## src/rtl/nes_pkg.sv

```systemverilog
// Shared definitions for the NES pad reader: button indices, sequencer states
// and the reset-combo decode.
package nes_pkg;

    localparam int BTN_A      = 0;
    localparam int BTN_B      = 1;
    localparam int BTN_SELECT = 2;
    localparam int BTN_START  = 3;
    localparam int BTN_UP     = 4;
    localparam int BTN_DOWN   = 5;
    localparam int BTN_LEFT   = 6;
    localparam int BTN_RIGHT  = 7;

    localparam logic [7:0] DEFAULT_REPEAT_MASK =
        (8'h01 << BTN_RIGHT) | (8'h01 << BTN_LEFT) | (8'h01 << BTN_DOWN);

    typedef enum logic [2:0] {
        IDLE  = 3'd0,
        LATCH = 3'd1,
        LOW   = 3'd2,
        HIGH  = 3'd3,
        DONE  = 3'd4
    } nes_state_t;

    function automatic logic is_reset_combo(input logic [7:0] btn);
        return btn[BTN_START] & btn[BTN_SELECT];
    endfunction

endpackage

```

## src/rtl/nes_autorepeat.sv

```systemverilog
// Per-pad held-state register plus press-edge and delayed auto-repeat event
// generation, advanced once per completed frame.
module nes_autorepeat
    import nes_pkg::*;
#(
    parameter int         DAS_FRAMES  = 10,
    parameter int         ARR_FRAMES  = 3,
    parameter logic [7:0] REPEAT_MASK = DEFAULT_REPEAT_MASK
) (
    input  logic       i_clk,
    input  logic       i_reset,
    input  logic       i_frame,
    input  logic [7:0] i_new,
    output logic [7:0] o_held,
    output logic [7:0] o_event
);

    localparam int CW = $clog2(DAS_FRAMES + 1);
    localparam logic [CW-1:0] DAS_C    = CW'(DAS_FRAMES);
    localparam logic [CW-1:0] RELOAD_C = CW'(DAS_FRAMES - ARR_FRAMES);

    logic [7:0]         r_held;
    logic [7:0]         r_event;
    logic [7:0][CW-1:0] r_cnt;
    logic [7:0][CW-1:0] w_cnt_nxt;
    logic [7:0]         w_event_nxt;

    // Next repeat-counter value and event bit for every button
    always_comb begin
        w_cnt_nxt   = r_cnt;
        w_event_nxt = 8'h00;
        for (int b = 0; b < 8; b++) begin
            if (!i_new[b]) begin
                w_cnt_nxt[b]   = {CW{1'b0}};
                w_event_nxt[b] = 1'b0;
            end else if (!r_held[b]) begin
                w_cnt_nxt[b]   = {CW{1'b0}};
                w_event_nxt[b] = 1'b1;
            end else if (REPEAT_MASK[b]) begin
                // The counter never passes DAS: hitting it fires and reloads.
                if (r_cnt[b] + CW'(1) == DAS_C) begin
                    w_cnt_nxt[b]   = RELOAD_C;
                    w_event_nxt[b] = 1'b1;
                end else begin
                    w_cnt_nxt[b]   = r_cnt[b] + CW'(1);
                    w_event_nxt[b] = 1'b0;
                end
            end else begin
                w_cnt_nxt[b]   = r_cnt[b];
                w_event_nxt[b] = 1'b0;
            end
        end
    end

    // Commit held state and counters on the frame strobe; events last one cycle
    always_ff @(posedge i_clk) begin
        if (i_reset) begin
            r_held  <= 8'h00;
            r_event <= 8'h00;
            r_cnt   <= {(8*CW){1'b0}};
        end else if (i_frame) begin
            r_held  <= i_new;
            r_event <= w_event_nxt;
            r_cnt   <= w_cnt_nxt;
        end else begin
            r_event <= 8'h00;
        end
    end

    assign o_held  = r_held;
    assign o_event = r_event;

endmodule

```

## src/rtl/nes_pad_reader.sv

```systemverilog
// Polls NUM_PADS NES controllers over a shared latch/clock pair, deserialises
// eight buttons per pad and raises a Start+Select hold-to-reset pulse on pad 0.
module nes_pad_reader
    import nes_pkg::*;
#(
    parameter int         NUM_PADS     = 2,
    parameter int         POLL_DIV     = 833333,
    parameter int         LATCH_CYCLES = 600,
    parameter int         HALF_CYCLES  = 300,
    parameter int         DAS_FRAMES   = 10,
    parameter int         ARR_FRAMES   = 3,
    parameter logic [7:0] REPEAT_MASK  = DEFAULT_REPEAT_MASK,
    parameter int         RESET_FRAMES = 120
) (
    input  logic                  i_clk,
    input  logic                  i_reset,
    input  logic [NUM_PADS-1:0]   i_nes_data,
    output logic                  o_nes_latch,
    output logic                  o_nes_clk,
    output logic [8*NUM_PADS-1:0] o_buttons_held,
    output logic [8*NUM_PADS-1:0] o_button_event,
    output logic                  o_frame_valid,
    output logic                  o_nes_reset
);

    localparam int PW   = $clog2(POLL_DIV);
    localparam int CNTW = $clog2(LATCH_CYCLES + HALF_CYCLES + 1);
    localparam int RW   = $clog2(RESET_FRAMES + 1);
    localparam logic [PW-1:0]   POLL_LAST  = PW'(POLL_DIV - 1);
    localparam logic [CNTW-1:0] LATCH_LAST = CNTW'(LATCH_CYCLES - 1);
    localparam logic [CNTW-1:0] HALF_LAST  = CNTW'(HALF_CYCLES - 1);
    localparam logic [RW-1:0]   RESET_C    = RW'(RESET_FRAMES);

    nes_state_t                r_state;
    logic [PW-1:0]             r_poll;
    logic [CNTW-1:0]           r_phase;
    logic [2:0]                r_bit;
    logic                      r_latch;
    logic                      r_nclk;
    logic                      r_frame_valid;
    logic [NUM_PADS-1:0][7:0]  r_shift;
    logic [RW-1:0]             r_combo_cnt;
    logic                      r_armed;
    logic                      r_nes_reset;

    logic                      w_poll_wrap;
    logic                      w_frame_end;
    logic [RW-1:0]             w_combo_inc;

    assign w_poll_wrap = (r_poll == POLL_LAST);
    assign w_frame_end = (r_state == HIGH) && (r_phase == HALF_LAST) && (r_bit == 3'd7);
    assign w_combo_inc = (r_combo_cnt == RESET_C) ? r_combo_cnt : r_combo_cnt + RW'(1);

    // Free-running poll divider
    always_ff @(posedge i_clk) begin
        if (i_reset || w_poll_wrap) begin
            r_poll <= {PW{1'b0}};
        end else begin
            r_poll <= r_poll + PW'(1);
        end
    end

    // Frame sequencer: latch strobe, eight clock pulses, then one DONE cycle
    always_ff @(posedge i_clk) begin
        if (i_reset) begin
            r_state       <= IDLE;
            r_phase       <= {CNTW{1'b0}};
            r_bit         <= 3'd0;
            r_latch       <= 1'b0;
            r_nclk        <= 1'b0;
            r_frame_valid <= 1'b0;
            r_shift       <= {(8*NUM_PADS){1'b0}};
        end else begin
            r_frame_valid <= w_frame_end;
            case (r_state)
                IDLE: begin
                    r_phase <= {CNTW{1'b0}};
                    r_bit   <= 3'd0;
                    if (w_poll_wrap) begin
                        r_state <= LATCH;
                        r_latch <= 1'b1;
                    end
                end
                LATCH: begin
                    if (r_phase == LATCH_LAST) begin
                        r_state <= LOW;
                        r_latch <= 1'b0;
                        r_phase <= {CNTW{1'b0}};
                    end else begin
                        r_phase <= r_phase + CNTW'(1);
                    end
                end
                LOW: begin
                    // Data is stable by the end of the low half; capture it then.
                    if (r_phase == HALF_LAST) begin
                        for (int p = 0; p < NUM_PADS; p++) begin
                            r_shift[p][r_bit] <= ~i_nes_data[p];
                        end
                        r_state <= HIGH;
                        r_nclk  <= 1'b1;
                        r_phase <= {CNTW{1'b0}};
                    end else begin
                        r_phase <= r_phase + CNTW'(1);
                    end
                end
                HIGH: begin
                    if (r_phase == HALF_LAST) begin
                        r_nclk  <= 1'b0;
                        r_phase <= {CNTW{1'b0}};
                        if (r_bit == 3'd7) begin
                            r_state <= DONE;
                        end else begin
                            r_state <= LOW;
                            r_bit   <= r_bit + 3'd1;
                        end
                    end else begin
                        r_phase <= r_phase + CNTW'(1);
                    end
                end
                DONE: begin
                    r_state <= IDLE;
                end
                default: begin
                    r_state <= IDLE;
                    r_latch <= 1'b0;
                    r_nclk  <= 1'b0;
                end
            endcase
        end
    end

    // Start+Select hold detector on pad 0; fires once per continuous hold
    always_ff @(posedge i_clk) begin
        if (i_reset) begin
            r_combo_cnt <= {RW{1'b0}};
            r_armed     <= 1'b1;
            r_nes_reset <= 1'b0;
        end else if (w_frame_end) begin
            if (is_reset_combo(r_shift[0])) begin
                r_combo_cnt <= w_combo_inc;
                if (r_armed && (w_combo_inc == RESET_C)) begin
                    r_nes_reset <= 1'b1;
                    r_armed     <= 1'b0;
                end else begin
                    r_nes_reset <= 1'b0;
                end
            end else begin
                r_combo_cnt <= {RW{1'b0}};
                r_armed     <= 1'b1;
                r_nes_reset <= 1'b0;
            end
        end else begin
            r_nes_reset <= 1'b0;
        end
    end

    for (genvar p = 0; p < NUM_PADS; p++) begin : g_pad
        nes_autorepeat #(
            .DAS_FRAMES  (DAS_FRAMES),
            .ARR_FRAMES  (ARR_FRAMES),
            .REPEAT_MASK (REPEAT_MASK)
        ) u_autorepeat (
            .i_clk   (i_clk),
            .i_reset (i_reset),
            .i_frame (w_frame_end),
            .i_new   (r_shift[p]),
            .o_held  (o_buttons_held[8*p +: 8]),
            .o_event (o_button_event[8*p +: 8])
        );
    end

    assign o_nes_latch   = r_latch;
    assign o_nes_clk     = r_nclk;
    assign o_frame_valid = r_frame_valid;
    assign o_nes_reset   = r_nes_reset;

endmodule

```

## config.mk

```make
export PLATFORM = sky130hd
export DESIGN_NAME = nes_pad_reader
export DESIGN_NICKNAME = d
export VERILOG_FILES = /design/src/rtl/nes_pkg.sv /design/src/rtl/nes_autorepeat.sv /design/src/rtl/nes_pad_reader.sv
export SDC_FILE = /design/constraint.sdc
export NUM_CORES = 1
export LEC_CHECK = 0
export ABC_AREA = 1
export CORE_MARGIN = 4
export CORE_UTILIZATION = 54
export CTS_BUF_LIST = sky130_fd_sc_hd__clkbuf_16
export DETAILED_ROUTE_END_ITERATION = 10
export PLACE_DENSITY = 0.7
export SYNTH_ARGS = -nofsm -noshare
export SYNTH_HDL_FRONTEND = slang
export SYNTH_SLANG_ARGS = --single-unit
```

## constraint.sdc

```tcl
create_clock -name i_clk -period 4.1 [get_ports i_clk]
set_input_delay 0.41 -clock i_clk [delete_from_list [all_inputs] [get_ports i_clk]]
set_output_delay 0.41 -clock i_clk [all_outputs]
set_load 0.05 [all_outputs]
```

==> impl_metrics.py <==
metrics = {
    "run_status": {
        "status": "finished, final reports clean",
    },
    "global_route": {
        "grtUsageTotal_pct": 22.0,
        "grt-ovfl-total": 0,
        "grt_pass1_wl_mm": 20.8,
        "grt_max_degree": 41,
        "grt_pass1_vias": 4612,
        "antenna_found_initial": 0,
    },
    "timing": {
        "fin_crit_sh_pct": 57.7,
        "clock_skew_ps": 5.66,
        "period_minus_slack_ps": 2370,
        "hold_ws_ps": 438,
        "rsz0062_at_grt": "false",
        "setup_viol": 0,
        "report.final.slew_viol_count": 0,
        "slew_headroom_pct": 57.0,
        "max_freq_mhz": 422,
        "hold_viol_final": 0,
        "fin_tns_setup_ps": 0,
        "setup_slack_ps": 1730,
        "worst_pin_slew_ps": 643,
    },
    "detailed_routing": {
        "route.vias.total": 4933,
        "drt_pre_antenna_iters": 5,
        "drt-initial-drc-count": 264,
        "drc": 0,
        "viasPerCell": 5.16,
        "wire_per_inst_um": 12.5,
        "ant_nets": 0,
        "wl_mm": 11.9,
    },
    "logic_synthesis": {
        "synthTopCellsByArea": "dfxtp_1 (43%), nand2_1 (14%), nand3_1 (5.7%), nor2_1 (5.6%), inv_1 (5.2%)",
        "syn_area_um2": 5580,
        "synth-seq-area-share_pct": 43.1,
        "synth-simple-area-share_pct": 33.8,
        "synth-adder-area-share_pct": 4.26,
        "synth_top_family_by_area": "simple AND/OR/NAND/NOR gates",
        "syn_nets": 793,
        "synth_cells": 770,
        "synth.distinct_cells": 33,
        "synth_xor_area_share_pct": 3.77,
        "synth_warnings": 0,
        "syn_area_per_cell_um2": 7.25,
        "ys_ff_latch": 120,
        "synth_area_leader_cell": "dfxtp_1",
        "synth_compound_area_share_pct": 7.89,
        "synthMuxAreaShare_pct": 0,
        "synth_top_cell_area_share_pct": 43.1,
    },
    "worst_setup_path": {
        "worstSetupPathType": "register to register",
        "crit_path_top_delay_cell": "dfxtp_1",
        "crit_fanout": 15,
        "cp-start-kind": "register",
        "end_kind": "register",
        "crit_chain": "ha_1, ha_1, inv_1, nor2_1, nand2_1, nor2_8, nor2_2, inv_1, o22ai_1",
        "r2r-start": "r_bit[0]$_SDFFE_PP0P_",
        "critPathLaunch": "r_bit[0]$_SDFFE_PP0P_",
        "slowest_delay_ps": 610,
        "cp_data_arrival_time_ps": 2630,
        "required_ps": 4360,
    },
    "clocking": {
        "clock-sinks": 120,
        "numCtsBuffers": 17,
        "cts.clk_slew.worst_paths_ps": 60,
        "clk_latency_ps": 420,
        "hold_buffers": 0,
        "cts-resized-gates": 0,
        "h-tree-depth": 4,
        "post_cts_buffers": 0,
        "cts_buffer_depth": 2,
        "cts_tree": "yes",
        "cts_root_buffer": "clkbuf_16",
    },
    "floorplanning": {
        "design.die.area_um2": 12000,
        "io_pins": 40,
        "rows": 36,
        "die_w_um": 110,
        "core-area_um2": 9910,
        "initial_core_util_pct": 56.3,
        "die_y_um": 110,
    },
    "final_layout": {
        "fin_util_pct": 67.3,
        "nets": 833,
        "syn_to_final_growth_pct": 19.5,
        "register_area_um2": 2400,
        "multi_input_area_um2": 2770,
        "insertedDiodeCount": 0,
        "n_fill_cell": 833,
        "stdcell_area_um2": 6670,
        "drive_gt1_share_pct": 7.78,
    },
    "worst_hold_path": {
        "hp-class": "register to register",
        "hp-start": "g_pad[0].u_autorepeat.o_held[3]$_SDFFE_PP0N_",
    },
    "power_and_ir_drop": {
        "seq_power_share_pct": 42.4,
        "power_density_nw_per_um2": 423,
        "power.share.combinational_pct": 4.5,
        "power_frac_clock_pct": 53.1,
        "power_switching_mw": 0.655,
        "p_int_mw": 2.17,
        "irDropWorstVdd_mv": 0.294,
        "swShare_pct": 23.2,
        "cellLeakagePower_nw": 2.62,
    },
    "placed_design": {
        "gp_congestion": 0.868,
        "portBuffers": 39,
        "place_hpwl_mm": 8.11,
        "pre_cts_ws_ps": 1770,
        "dpl-instance-area_um2": 6060,
    },
    "job": {
        "maxCapViolCount": 0,
    },
}
-- flip-flops by register name (all words and copies together), names as in the netlist, 3 cells and up --
| register | cells |
|---|---|
| g_pad.u_autorepeat.r_cnt | 24 |
| r_poll | 20 |
| g_pad.u_autorepeat.o_event | 16 |
| g_pad.u_autorepeat.o_held | 16 |
| r_shift | 16 |
| r_phase | 10 |
| r_combo_cnt | 7 |
| r_bit | 3 |
| r_state | 3 |
-- layer usage --
metal	part of all wire, %	global-route usage, %	up-vias
li1	-	-	2568
met1	45	26.8	2230
met2	49	36.8	114
met3	4.2	6.64	21
met4	1.5	7.84	0
met5	0	0	-
-- path summary, 6_finish.rpt --
path                                                                endpoint  slack [ps]  cells past startpoint
worst max-delay path            g_pad[1].u_autorepeat.r_cnt[25]$_SDFFE_PP0N_        1730                      9
worst min-delay path             g_pad[0].u_autorepeat.o_event[3]$_SDFF_PP0_         440                      1
worst max register to register  g_pad[1].u_autorepeat.r_cnt[25]$_SDFFE_PP0N_        1730                      9
worst min register to register   g_pad[0].u_autorepeat.o_event[3]$_SDFF_PP0_         440                      1
-- logic make-up after synthesis --
kind of cell / Yosys count
XOR/XNOR: 24
AND/OR/NAND/NOR: 421
AO/OA/AOI/OAI: 83
adder cells (fa/ha/maj): 19
buffers and inverters: 103
flip-flops: 120
-- placed cells by master, fill, tap and decap left out, drive strengths merged --
cell type,instances
nand2,212
dfxtp,120
nor2,89
inv,82
nand3,65
a21oi,41
clkdlybuf4s50,39
o21ai,31
nand4,24
ha,19
nor3,19
clkbuf,17
xor2,13
xnor2,11
or2,7
o22ai,7
clkinvlp,6
clkinv,6
nand3b,5
bufinv,3
buf,3
o21bai,1
o31ai,1
a31oi,1
o211ai,1
-- Yosys cell counts --
cell type,count
o31ai_1,1
nor3_1,11
inv_2,4
dfxtp_1,120
a31oi_1,1
o211ai_1,1
ha_1,19
clkbuf_1,12
buf_1,2
nand3_1,64
o22ai_1,7
xor2_1,13
nor2_2,3
buf_2,5
nor2_8,2
nand3b_1,5
nand2_2,1
nand2_1,211
o21ai_0,28
nor2_1,83
xnor2_1,11
nor2_4,1
nor3_2,8
buf_6,1
buf_4,1
nand4_1,24
inv_1,78
o21ai_2,2
o21ai_1,1
o21bai_1,1
or2_2,7
nand3_4,1
a21oi_1,41
-- worst max-delay path, delay by kind of cell (launching register included) --
family,cells,cell delay (ps)
flip-flops,1,610
AND/OR/NAND/NOR,4,600
buffers and inverters,2,440
adder cells (fa/ha/maj),2,400
AO/OA/AOI/OAI,1,160
-- cell type report --
class                      instances  share of cell area [%]
sequential                       120                    36.0
tap                              133                    2.50
multi-input combinational        547                    41.6
inverter                          82                    4.62
clock inverter                    15                    2.70
timing repair buffer              42                    6.19
clock buffer                      17                    6.38
-- power by group through the flow --
stage / sequential [mW] / combinational (mW) / clock, mW
final: 1.20 / 0.127 / 1.50
after global routing: 1.20 / 0.144 / 1.58
after CTS: 1.20 / 0.127 / 1.52
after detailed placement: 1.22 / 0.125 / 0
after global placement: 1.22 / 0.121 / 0
after floorplan: 1.22 / 0.0922 / 0
-- stage by stage --
step | power (mW) | std cells
global route | 2.92 | 956
global placement | 1.34 | 924
detailed placement | 1.35 | 924
floorplan | 1.31 | 770
CTS | 2.84 | 956
finish | 2.82 | 956
(Power assumes the default switching activity.)
